==> src/rtl/mult_div_unit_if.sv <==
// Execute-stage handshake between the pipeline controller and the multiply/divide unit.
// The controller drives operands and MTHI/MTLO writes; the unit returns status and HI/LO.
interface mult_div_unit_if;
    logic        start;
    logic [1:0]  op;
    logic [31:0] a;
    logic [31:0] b;
    logic        hi_we;
    logic        lo_we;
    logic [31:0] wdata;
    logic        busy;
    logic        done;
    logic [31:0] hi;
    logic [31:0] lo;

    modport master (
        output start, op, a, b, hi_we, lo_we, wdata,
        input  busy, done, hi, lo
    );

    modport slave (
        input  start, op, a, b, hi_we, lo_we, wdata,
        output busy, done, hi, lo
    );
endinterface

==> src/rtl/mult_div_unit.sv <==
// Iterative MIPS MULT/MULTU/DIV/DIVU unit with HI/LO registers.
// Works on unsigned magnitudes for 32 cycles, then applies signs in a single fix-up cycle.
module mult_div_unit (
    input  logic           clk,
    input  logic           reset,
    mult_div_unit_if.slave bus
);
    typedef enum logic [1:0] {
        ST_IDLE = 2'd0,
        ST_CALC = 2'd1,
        ST_FIX  = 2'd2
    } state_t;

    state_t      state_r;
    state_t      state_next_s;

    logic [1:0]  op_r;
    logic [31:0] opnd_r;      // multiplicand (mult) or divisor (div) magnitude
    logic [63:0] acc_r;       // mult: {partial product, multiplier}; div: [31:0] dividend -> quotient
    logic [31:0] rem_r;
    logic [4:0]  cnt_r;
    logic        sign_q_r;
    logic        sign_r_r;
    logic        b_zero_r;
    logic [31:0] hi_r;
    logic [31:0] lo_r;
    logic        busy_r;
    logic        done_r;

    logic        start_signed_s;
    logic [31:0] start_mag_a_s;
    logic [31:0] start_mag_b_s;
    logic [32:0] mul_sum_s;
    logic [32:0] div_shift_s;
    logic [31:0] div_sub_s;
    logic        div_ge_s;
    logic [63:0] fix_prod_s;
    logic [31:0] fix_hi_s;
    logic [31:0] fix_lo_s;

    function automatic logic [31:0] mag32(input logic [31:0] v, input logic is_signed);
        if (is_signed && v[31]) begin
            return ~v + 32'd1;
        end else begin
            return v;
        end
    endfunction

    function automatic logic [31:0] neg32(input logic [31:0] v);
        return ~v + 32'd1;
    endfunction

    function automatic logic [63:0] neg64(input logic [63:0] v);
        return ~v + 64'd1;
    endfunction

    // State register.
    always_ff @(posedge clk) begin
        if (reset) begin
            state_r <= ST_IDLE;
        end else begin
            state_r <= state_next_s;
        end
    end

    // Next-state logic: 32 iterations in CALC, one fix-up cycle, back to IDLE.
    always_comb begin
        state_next_s = state_r;
        case (state_r)
            ST_IDLE: begin
                if (bus.start) begin
                    state_next_s = ST_CALC;
                end else begin
                    state_next_s = ST_IDLE;
                end
            end
            ST_CALC: begin
                if (cnt_r == 5'd31) begin
                    state_next_s = ST_FIX;
                end else begin
                    state_next_s = ST_CALC;
                end
            end
            ST_FIX:  state_next_s = ST_IDLE;
            default: state_next_s = ST_IDLE;
        endcase
    end

    // Operand magnitudes, one iteration step of each datapath, and sign-fixed results.
    always_comb begin
        start_signed_s = ~bus.op[0];
        start_mag_a_s  = mag32(bus.a, start_signed_s);
        start_mag_b_s  = mag32(bus.b, start_signed_s);

        mul_sum_s = {1'b0, acc_r[63:32]} + (acc_r[0] ? {1'b0, opnd_r} : 33'd0);

        // Bit 32 of the shifted remainder takes part only in the compare; a successful
        // subtract always leaves a remainder below the divisor, so 32 bits hold it.
        div_shift_s = {rem_r, acc_r[31]};
        div_ge_s    = (div_shift_s >= {1'b0, opnd_r});
        div_sub_s   = div_shift_s[31:0] - opnd_r;

        fix_prod_s = sign_q_r ? neg64(acc_r) : acc_r;
        // Divide by zero yields an all-ones quotient regardless of operand signs.
        fix_lo_s   = (sign_q_r && !b_zero_r) ? neg32(acc_r[31:0]) : acc_r[31:0];
        fix_hi_s   = sign_r_r ? neg32(rem_r) : rem_r;
    end

    // Datapath, HI/LO registers and status outputs.
    always_ff @(posedge clk) begin
        if (reset) begin
            op_r     <= 2'b00;
            opnd_r   <= 32'd0;
            acc_r    <= 64'd0;
            rem_r    <= 32'd0;
            cnt_r    <= 5'd0;
            sign_q_r <= 1'b0;
            sign_r_r <= 1'b0;
            b_zero_r <= 1'b0;
            hi_r     <= 32'd0;
            lo_r     <= 32'd0;
            busy_r   <= 1'b0;
            done_r   <= 1'b0;
        end else begin
            done_r <= 1'b0;
            case (state_r)
                ST_IDLE: begin
                    if (bus.hi_we) begin
                        hi_r <= bus.wdata;
                    end
                    if (bus.lo_we) begin
                        lo_r <= bus.wdata;
                    end
                    if (bus.start) begin
                        op_r     <= bus.op;
                        rem_r    <= 32'd0;
                        cnt_r    <= 5'd0;
                        sign_q_r <= start_signed_s & (bus.a[31] ^ bus.b[31]);
                        sign_r_r <= start_signed_s & bus.a[31];
                        b_zero_r <= (bus.b == 32'd0);
                        busy_r   <= 1'b1;
                        if (bus.op[1]) begin
                            opnd_r <= start_mag_b_s;
                            acc_r  <= {32'd0, start_mag_a_s};
                        end else begin
                            opnd_r <= start_mag_a_s;
                            acc_r  <= {32'd0, start_mag_b_s};
                        end
                    end
                end
                ST_CALC: begin
                    cnt_r <= cnt_r + 5'd1;
                    if (op_r[1]) begin
                        if (div_ge_s) begin
                            rem_r        <= div_sub_s;
                            acc_r[31:0] <= {acc_r[30:0], 1'b1};
                        end else begin
                            rem_r        <= div_shift_s[31:0];
                            acc_r[31:0] <= {acc_r[30:0], 1'b0};
                        end
                    end else begin
                        acc_r <= {mul_sum_s, acc_r[31:1]};
                    end
                end
                ST_FIX: begin
                    if (op_r[1]) begin
                        hi_r <= fix_hi_s;
                        lo_r <= fix_lo_s;
                    end else begin
                        hi_r <= fix_prod_s[63:32];
                        lo_r <= fix_prod_s[31:0];
                    end
                    busy_r <= 1'b0;
                    done_r <= 1'b1;
                end
                default: begin
                    busy_r <= 1'b0;
                end
            endcase
        end
    end

    assign bus.busy = busy_r;
    assign bus.done = done_r;
    assign bus.hi   = hi_r;
    assign bus.lo   = lo_r;
endmodule
==> src/flat_wrapper.sv <==
// flat-port wrapper written by rule: the top's interface ports become plain ports
module mult_div_unit_flat 
  (clk, reset, bus_start, bus_op, bus_a, bus_b, bus_hi_we, bus_lo_we, bus_wdata, bus_busy, bus_done, bus_hi, bus_lo);
  mult_div_unit_if bus_i ();
  input  logic clk;
  input  logic reset;
  input wire logic [$bits(bus_i.start)-1:0] bus_start;
  input wire logic [$bits(bus_i.op)-1:0] bus_op;
  input wire logic [$bits(bus_i.a)-1:0] bus_a;
  input wire logic [$bits(bus_i.b)-1:0] bus_b;
  input wire logic [$bits(bus_i.hi_we)-1:0] bus_hi_we;
  input wire logic [$bits(bus_i.lo_we)-1:0] bus_lo_we;
  input wire logic [$bits(bus_i.wdata)-1:0] bus_wdata;
  output wire logic [$bits(bus_i.busy)-1:0] bus_busy;
  output wire logic [$bits(bus_i.done)-1:0] bus_done;
  output wire logic [$bits(bus_i.hi)-1:0] bus_hi;
  output wire logic [$bits(bus_i.lo)-1:0] bus_lo;
  assign bus_i.start = bus_start;
  assign bus_i.op = bus_op;
  assign bus_i.a = bus_a;
  assign bus_i.b = bus_b;
  assign bus_i.hi_we = bus_hi_we;
  assign bus_i.lo_we = bus_lo_we;
  assign bus_i.wdata = bus_wdata;
  assign bus_busy = bus_i.busy;
  assign bus_done = bus_i.done;
  assign bus_hi = bus_i.hi;
  assign bus_lo = bus_i.lo;
  mult_div_unit u_core (.clk(clk), .reset(reset), .bus(bus_i));
endmodule
==> config.mk <==
export PLATFORM = sky130hd
export DESIGN_NAME = mult_div_unit_flat
export DESIGN_NICKNAME = d
export VERILOG_FILES = /design/src/rtl/mult_div_unit_if.sv /design/src/rtl/mult_div_unit.sv /design/src/flat_wrapper.sv
export SDC_FILE = /design/constraint.sdc
export NUM_CORES = 1
export LEC_CHECK = 0
export BUFFER_PORTS_ARGS = -buffer_cell sky130_fd_sc_hd__buf_2
export CAP_MARGIN = 30
export CELL_PAD_IN_SITES_DETAIL_PLACEMENT = 1
export CELL_PAD_IN_SITES_GLOBAL_PLACEMENT = 1
export CORE_MARGIN = 2
export CORE_UTILIZATION = 44
export CTS_CLUSTER_SIZE = 20
export DETAILED_ROUTE_END_ITERATION = 8
export HOLD_SLACK_MARGIN = 0.02
export PLACE_DENSITY_LB_ADDON = 0.2
export SETUP_SLACK_MARGIN = 0.3
export SLEW_MARGIN = 30
export SYNTH_ARGS = -nofsm -noshare
export SYNTH_HDL_FRONTEND = slang
export SYNTH_SLANG_ARGS = --single-unit
==> constraint.sdc <==
create_clock -name clk -period 3.76 [get_ports clk]
set_input_delay 0.188 -clock clk [delete_from_list [all_inputs] [get_ports clk]]
set_output_delay 0.188 -clock clk [all_outputs]
set_load 0.1 [all_outputs]
==> metrics, run 1 <==
status completed; Final ANT Viol Nets 0; CP top delay family compound AO/OA/AOI/OAI gates; Worst EP required 4190 ps; endpoints failing hold 0; Final Cycle Share 0.878; count of cell types in the netlist 78; drt first pass iters 5; Die ar. 37100 sq um; Synth area leader dfxtp_1; Crit Path Max Fanout 8; GP Congestion 0.960; LEAKAGE approximately 7.4 nW; # diodes 0; clock period minus worst slack 3300 ps; Mapped Nets 2251; largest net degree at the start of global routing 93; Rel. slew slack 0.392; post-synthesis sequential area ratio 0.262; Worst path most repeated cell buf_4; Worst Hold Launch bus_b[29]; Final setup viols 0; R2R Setup Slk 460 ps; initial antenna violation count 0; Startpoint Class register; Fmax achieved 303 MHz; Pwr Density 373 nW/um^2; design area 18000 sq um; Area after DPL 17000 sq um; All-Layer GR Usage 0.330; worst skew pair latency 540 ps; actual slew at the worst max-slew pin 909 ps; CTS tree built; Synth top area share 0.262; CTS sink count 205; die height 193 um; Syn Inst Count 2076; total gr overflow 0; crit path cell chain ha_1, and3_1, a31oi_1, nand4b_1, a2bb2oi_1, a31oi_2, o221ai_2, buf_4, a221oi_1, buf_4, nand2_1, a32o_1; R2R depth 12; synth warn 0; Setup CP Type reg -> reg; first-pass GRT wire length about 94000 um; ys async rst share 0; Worst path max stage delay around 530 ps; Clk pin slew, worst setup/hold paths 60 ps; synthesized area 15600 sq um; count leader, synth nor2_1; syn_area_per_cell approximately 7.5 sq um; via count 16629; first-iteration detailed-routing DRC count between 1000 and 1500; share of layout cells above drive strength 1 0.139; core area between 30000 and 40000 sq um; WL/cell 23.4 um; CTS Buffer Depth 3; Initial Util 0.443; Max IR drop VDD 285 uV; Final Util 0.511; Layout area overhead 15.3%; Slew Viols, Final 0; number of global-route vias before repair 16017; Via density 6.21; io pins between 150 and 200; WP data arrival 3730 ps; critical path's slowest cell dfxtp_1; Worst Path Buf+Inv 2; drt total wl about 63000 um; Core Rows 69; Min-Delay Path Class in -> reg; H-tree levels 1; Max Cap Viol 0; nets 2373; Root Driver clkbuf_16; Remaining DRCs 0; hpwl dp between 40000 and 50000 um; Fin Clk Skew around 16 ps; top post-synthesis cells by area dfxtp_1 (26%), nor2_1 (6.3%), a21oi_1 (6.3%), xnor2_1 (5.9%), ha_1 (5.6%); port bufs 168; cell total after placement 2621; Worst setup EP type register; Post-synth EDFFs 0; cts bufs inserted 25; worst hold stages 3; Top FF cell, synth dfxtp_1; r2r endpoint u_core.rem_r[0]; TNS Setup 0 ps; Critical R2R Launch u_core.rem_r[7]; top post-synthesis cells by count nor2_1 (263), dfxtp_1 (205), a21oi_1 (197); Non-Filler Instances 2677; Die X 193 um; Yosys reg bits about 210; RSZ-0062 raised after global routing true; Worst Hold End u_core.opnd_r[29]
==> kinds of logic after synthesis <==
| group | count (synthesis) | share of synthesized area |
|---|---|---|
| compound gates | 685 | 0.288 |
| simple gates | 647 | 0.187 |
| flops | 205 | 0.262 |
| fa+ha+maj | 72 | 0.0586 |
| mux | 65 | 0.0421 |
| buf+inv | 200 | 0.0493 |
| xor+xnor | 202 | 0.113 |
==> area by class of cell <==
type | count | area, sq um
Clock buffer | 40 | 732
Tap cell | 461 | 577
Timing Repair Buffer | 228 | 1360
Fill cell | 4419 | 17300
Multi-Input combinational cell | 1671 | 10900
Clock inverter | 5 | 75.1
Inverter | 67 | 251
Sequential cell | 205 | 4110
==> where the power goes <==
part / leakage [nW] / internal, mW / switching [mW]
Clock: 0.396 / 1.46 / 0.966
Sequential: 1.68 / 2.30 / 0.161
Combinational: 5.30 / 0.555 / 1.29
Total: 7.37 / 4.31 / 2.42
==> worst min-delay path, cell delays in order <==
cell and delay [ps]:
buf_2 110, xor2_1 100, o221ai_1 140
==> worst max path at each step <==
stage                startpoint                 to  slack, ps  cells past startpoint
5_1_grt        u_core.acc_r[31]   u_core.rem_r[30]        300                     13
3_5_place_dp   u_core.acc_r[31]   u_core.rem_r[29]        290                     12
6_report        u_core.rem_r[7]    u_core.rem_r[0]        460                     12
3_3_place_gp    u_core.acc_r[0]   u_core.acc_r[62]        460                     14
2_1_floorplan   u_core.acc_r[0]  u_core.bus.hi[12]        510                     14
4_1_cts         u_core.acc_r[0]   u_core.acc_r[59]        390                     13
==> sequential cells by signal (all words and copies together) (netlist names) <==
signal           count
u_core.acc_r        64
u_core.bus.hi       32
u_core.bus.lo       32
u_core.opnd_r       32
u_core.rem_r        32
u_core.cnt_r         5
u_core.state_r       2
u_core.b_zero_r      1
u_core.bus.busy      1
u_core.bus.done      1
u_core.op_r          1
u_core.sign_q_r      1
u_core.sign_r_r      1
==> metrics by stage <==
stage / total power, mW / worst slack (ps) / hold slack [ps]
CTS: 6.72 / 388 / 23.5
floorplan: 3.72 / 512 / 341
global route: 7.00 / 296 / 50.0
finish: 6.73 / 458 / 55.9
detailed placement: 4.29 / 290 / 451
global placement: 4.24 / 459 / 441
==> placed cells by master, fill, tap and decap left out, types with 9 or more instances in the layout <==
cell and count:
nor2_1 258, dfxtp_1 203, a21oi_1 197, nand2_1 195
buf_2 167, o21ai_0 126, xnor2_1 105, xor2_1 97
a211oi_1 73, ha_1 69, inv_1 66, mux2i_1 59
buf_4 46, o31ai_1 33, nor3_1 30, a21o_1 27
o211ai_1 27, nand3_1 25, clkbuf_16 25, a22o_1 19
nor4_1 17, a31oi_1 17, or3_1 16, or4_1 16
a311oi_1 15, a22oi_1 14, o41ai_1 14, nor2b_1 13
nand2b_1 12, o21a_1 11, a32oi_1 11, o21bai_1 11
and3_1 10, nand4_1 10, a221oi_1 10, clkbuf_1 10
dlygate4sd3_1 10, o22ai_1 9
==> metal layers <==
layer / GRT usage / routed length, um
met3: 0.0340 / 4210
met1: 0.477 / 29200
met5: 0 / 0
met4: 0.128 / 2540
met2: 0.502 / 26800
==> timing repair <==
item | in CTS | in global routing
resized for setup | 1 | 22
setup buffers | 0 | 1
endpoints found under the hold margin | 9 | 1
setup endpoints to repair | 1 | 31
pin swaps | 0 | 1
hold buffers | 9 | 1
(Power assumes the default switching activity.)
==> inputs of run 2 (changes only) <==
Settings changed: CTS_BUF_LIST set to sky130_fd_sc_hd__clkbuf_16, PLACE_DENSITY set to 0.8, PLACE_DENSITY_LB_ADDON 0.2 to unset.
==> run 2 against run 1 <==
Combinational power about the same. Core utilization is 0.23 points lower. Fmax decreased by 2.9%. Design area shrank 0.44%. Wire length fell by 0.29%. Critical path type unchanged. Critical endpoint is now u_core.rem_r[29]. Sequential share of layout area increased by 0.13 points. Highest routed layer unchanged. Setup slack got worse by 98 ps. Global-route usage decreased by 0.21 points. Critical path depth shrank 1.
==> metrics, run 2 (synthesis results as in run 1) <==
Fin Clk Skew about 16 ps; Max IR drop VDD approximately 320 uV; Final Cycle Share 0.904; Psw 2.46 mW; sequential share of power 0.375; Multi-input gate area about 11000 sq um; max FFs per register 64; Crit Path Max Fanout 18; Max Cap Viol 0; Fmax achieved 294 MHz; nets ~2400; # diodes 0; first-iteration detailed-routing DRC count 1244; WL/cell 23.3 um; die height a little under 200 um; Startpoint Class register; Final setup viols 0; Final Util 0.508; Die X 193 um; LEAKAGE 7.35 nW; port bufs ~170; Die ar. 37100 sq um; Worst setup EP type register; core area roughly 35000 sq um; WP data arrival between 3000 and 4000 ps; Overall Power approximately 6.5 mW; Final ANT Viol Nets 0; drt total wl between 60000 and 70000 um; Initial Util 0.443; Remaining DRCs 0; TNS Setup 0 ps; most flop-heavy register u_core.acc_r; critical path's slowest cell dfxtp_1; share of layout cells above drive strength 1 0.140; FILL cells ~4400; status completed; total gr overflow 0; final setup margin 360 ps; Worst path max stage delay 470 ps; drt first pass iters 5; Via density approximately 6.2; GP Congestion 0.947; CTS sink count 205; Clk pwr share 0.342; cts bufs inserted 24; CTS Buffer Depth 3; H-tree levels 1; Sw Share 0.377; internal power 4.07 mW; commonest non-fill, non-tap cells in the layout nor2_1 (260), dfxtp_1 (201), a21oi_1 (197); largest net degree at the start of global routing 76; first-pass GRT wire length between 90000 and 100000 um; Worst EP required 4170 ps; crit path cell chain ha_1, and3_1, a31oi_1, nand4b_1, a2bb2oi_2, a31oi_2, o221ai_2, a221o_1, buf_12, nand2_1, o21ai_0; initial antenna violation count 1; Setup CP Type reg -> reg; Rel. slew slack 0.456; hold_ws 28.1 ps; Pwr Density 364 nW/um^2; Storage cell area 4110 sq um; RSZ-0062 raised after global routing true; Slew Viols, Final 0; Place WS around 170 ps; number of global-route vias before repair between 15000 and 20000; io pins approximately 170; CTS tree built; Core Rows 69; via count 16498; Clk pin slew, worst setup/hold paths roughly 70 ps; most common cell after layout, fill and taps aside nor2_1; All-Layer GR Usage 0.328; clock period minus worst slack ~3400 ps; endpoints failing hold 0; Combinational Power Share 0.283; Root Driver clkbuf_16; Min-Delay Path Class in -> reg; Layout area overhead 14.8%; worst skew pair latency around 550 ps; hpwl dp 48600 um; actual slew at the worst max-slew pin 807 ps
## run 2: layer usage
metal / GRT usage / routed length [um]
met3: 0.0404 / 4450
met4: 0.118 / 2520
met2: 0.511 / 27300
met1: 0.464 / 28200
met5: 0 / 0
## run 2: stage by stage
| stage | instances | cell area (sq um) |
|---|---|---|
| 6_report | 2679 | 17900 |
| 5_1_grt | 2679 | 17900 |
| 4_1_cts | 2674 | 17800 |
| 3_5_place_dp | 2620 | 17000 |
| 3_3_place_gp | 2620 | 17000 |
| 2_1_floorplan | 2076 | 15600 |
## run 2: what timing repair did
item	CTS	global route
endpoints found under the setup margin	16	36
buffers inserted	3	4
cloned	0	1
endpoints found under the hold margin	8	0
hold buffers	8	0
pin swaps	0	4
resized for setup	2	24
## run 2: power groups by stage
| stage | clock, mW | combinational, mW | sequential, mW |
|---|---|---|---|
| after floorplan | 0 | 0.963 | 2.76 |
| after global placement | 0 | 1.75 | 2.48 |
| after detailed placement | 0 | 1.79 | 2.49 |
| after CTS | 2.25 | 1.82 | 2.44 |
| after global routing | 2.32 | 1.98 | 2.46 |
| final | 2.23 | 1.85 | 2.45 |
## run 2: cell type report
cell class,count,share of cell area
Clock inverter,19,0.00648
Sequential cell,205,0.229
Timing Repair Buffer,231,0.0760
Multi-Input combinational cell,1671,0.608
Timing Repair inverter,1,0.000418
Tap cell,461,0.0321
Inverter,67,0.0142
Clock buffer,24,0.0335
## run 2: final timing paths
check	start	endpoint	slack, ps	cells after the start
min	bus_wdata[12]	u_core.bus.hi[12]	30	3
min reg2reg	u_core.opnd_r[13]	u_core.opnd_r[13]	450	2
max	u_core.rem_r[6]	u_core.rem_r[29]	360	11
max reg2reg	u_core.rem_r[6]	u_core.rem_r[29]	360	11
## run 2: critical path, delay by kind of cell (launching register included)
kind,cells,cell delay (ps)
compound gates,6,1530
simple gates,3,720
flops,1,470
fa+ha+maj,1,350
buf+inv,1,190
==> inputs of run 3 (changes only) <==
Settings changed: BUFFER_PORTS_ARGS -buffer_cell sky130_fd_sc_hd__buf_2 to unset, CORE_UTILIZATION 44 to 48, DONT_BUFFER_PORTS set to 1.
==> run 3 against run 2 <==
Via count shrank 1.4%. Highest routed layer is now met5. Total power grew 1.4%. Clock power grew 9%. Fmax grew 0.97%. Wire length is essentially flat. Global-route usage grew 2.5 points. Die area shrank 8.2%. Largest power group unchanged. Combinational power shrank 23%. Sequential power grew 14%.
==> metrics, run 3 (synthesis results as in run 1) <==
Worst setup EP type register; first-iteration detailed-routing DRC count 1261; endpoints failing hold 0; Final ANT Viol Nets 0; Die X 184 um; actual slew at the worst max-slew pin 1030 ps; Setup CP Type reg -> reg; nets around 2200; R2R depth 13; RSZ-0062 raised after global routing false; Clk pin slew, worst setup/hold paths around 60 ps; Worst Hold Launch bus_op[1]; Die ar. 34000 sq um; CP Depth 13; Worst Path Buf+Inv 2; Initial Util 0.484; Worst EP required between 4000 and 5000 ps; initial antenna violation count 4; Final setup viols 0; Area after DPL about 16000 sq um; All-Layer GR Usage 0.353; CP top delay family compound AO/OA/AOI/OAI gates; crit path cell chain inv_1, buf_6, nor2_1, ha_1, a21o_1, a2111oi_0, o21ai_0, a211o_1, a311o_1, nor2b_2, a31oi_1, xnor2_1, a22o_1; r2r endpoint u_core.acc_r[57]; io pins between 150 and 200; TNS Setup 0 ps; via count 16275; CTS tree built; worst hold stages 3; die height 184 um; drt first pass iters 7; clock period minus worst slack 3370 ps; CTS sink count 205; cts bufs inserted 25; commonest non-fill, non-tap cells in the layout nor2_1 (256), dfxtp_1 (202), a21oi_1 (197); WL/cell approximately 25 um; number of global-route vias before repair 15810; largest net degree at the start of global routing 135; drt total wl 62500 um; Startpoint Class register; Slew Viols, Final 0; Root Driver clkbuf_16; Worst Hold End u_core.opnd_r[3]; worst skew pair latency 540 ps; total gr overflow 0; Rel. slew slack 0.315; Final Cycle Share 0.895; design area 17500 sq um; Core Rows 66; Pwr Density 378 nW/um^2; Fin Clk Skew 12.2 ps; port bufs 0; most flop-heavy register u_core.acc_r; CTS Buffer Depth 3; Layout area overhead 12.1%; Via density between 6 and 7; Remaining DRCs 0; max FFs per register 64; Critical R2R Launch u_core.acc_r[0]; first-pass GRT wire length 93300 um; LEAKAGE 6.82 nW; hpwl dp 47000 um; Max Cap Viol 0; share of layout cells above drive strength 1 0.0701; Max IR drop VDD between 200 and 300 uV; R2R Setup Slk 390 ps; Worst path max stage delay 400 ps; Crit Path Max Fanout 13; critical path's slowest cell a2111oi_0; Min-Delay Path Class in -> reg; FILL cells 3969; Fmax achieved 297 MHz; WP data arrival approximately 3800 ps; GP Congestion 0.976; most common cell after layout, fill and taps aside nor2_1; H-tree levels 1; core area 32300 sq um; status completed
-- run 3: per-stage QoR --
stage | util | worst slack (ps) | hold slack (ps) | total power [mW] | std cells
after floorplan | - | 512 | 341 | 3.72 | 2076
after global placement | 0.499 | 380 | 267 | 4.07 | 2433
after detailed placement | 0.500 | 302 | 269 | 4.11 | 2433
after CTS | 0.539 | 320 | 20.2 | 6.57 | 2522
after global routing | 0.543 | 288 | 22.6 | 6.85 | 2527
final | 0.543 | 393 | 23.4 | 6.63 | 2527
-- run 3: cell type report --
cell class	count	area, sq um	share of cell area
Clock buffer	25	626	0.0357
Inverter	67	251	0.0143
Clock inverter	21	178	0.0101
Tap cell	442	553	0.0315
Multi-Input combinational cell	1671	10900	0.623
Timing Repair Buffer	93	881	0.0502
Sequential cell	205	4110	0.234
Antenna cell	3	7.51	0.000428
-- run 3: timing repair --
| item | 4_1_cts | 5_1_grt |
|---|---|---|
| hold endpoints to repair | 143 | 2 |
| pin swaps | 0 | 1 |
| hold buffers | 43 | 1 |
| resized for setup | 2 | 24 |
| setup endpoints to repair | 2 | 37 |
| setup buffers | 0 | 1 |
-- run 3: routing by layer --
layer | vias to the layer above | GRT usage | part of all wire
met4 | 2 | 0.140 | 0.040
met3 | 103 | 0.0664 | 0.091
li1 | 7521 | - | -
met1 | 7958 | 0.491 | 0.45
met2 | 691 | 0.538 | 0.42
met5 | - | 0 | 0.00021
-- run 3: how the worst max path moves through the flow --
| stage | to | from | slack (ps) |
|---|---|---|---|
| finish | u_core.acc_r[57] | u_core.acc_r[0] | 390 |
| global route | u_core.rem_r[26] | u_core.acc_r[31] | 290 |
| CTS | u_core.rem_r[28] | u_core.acc_r[31] | 320 |
| detailed placement | u_core.rem_r[19] | u_core.acc_r[31] | 300 |
| global placement | u_core.acc_r[59] | u_core.acc_r[0] | 380 |
| floorplan | u_core.bus.hi[12] | u_core.acc_r[0] | 510 |
-- run 3: worst min-delay path: stages --
cell and delay (ps):
nand2_1 30, o211ai_1 170, a21oi_1 100
-- run 3: power breakdown --
part	internal, mW	switching [mW]	leakage, nW	total, mW
clock network	1.41	1.01	0.430	2.42
registers	2.29	0.503	1.68	2.80
logic	0.514	0.903	4.71	1.42
total	4.22	2.41	6.82	6.63
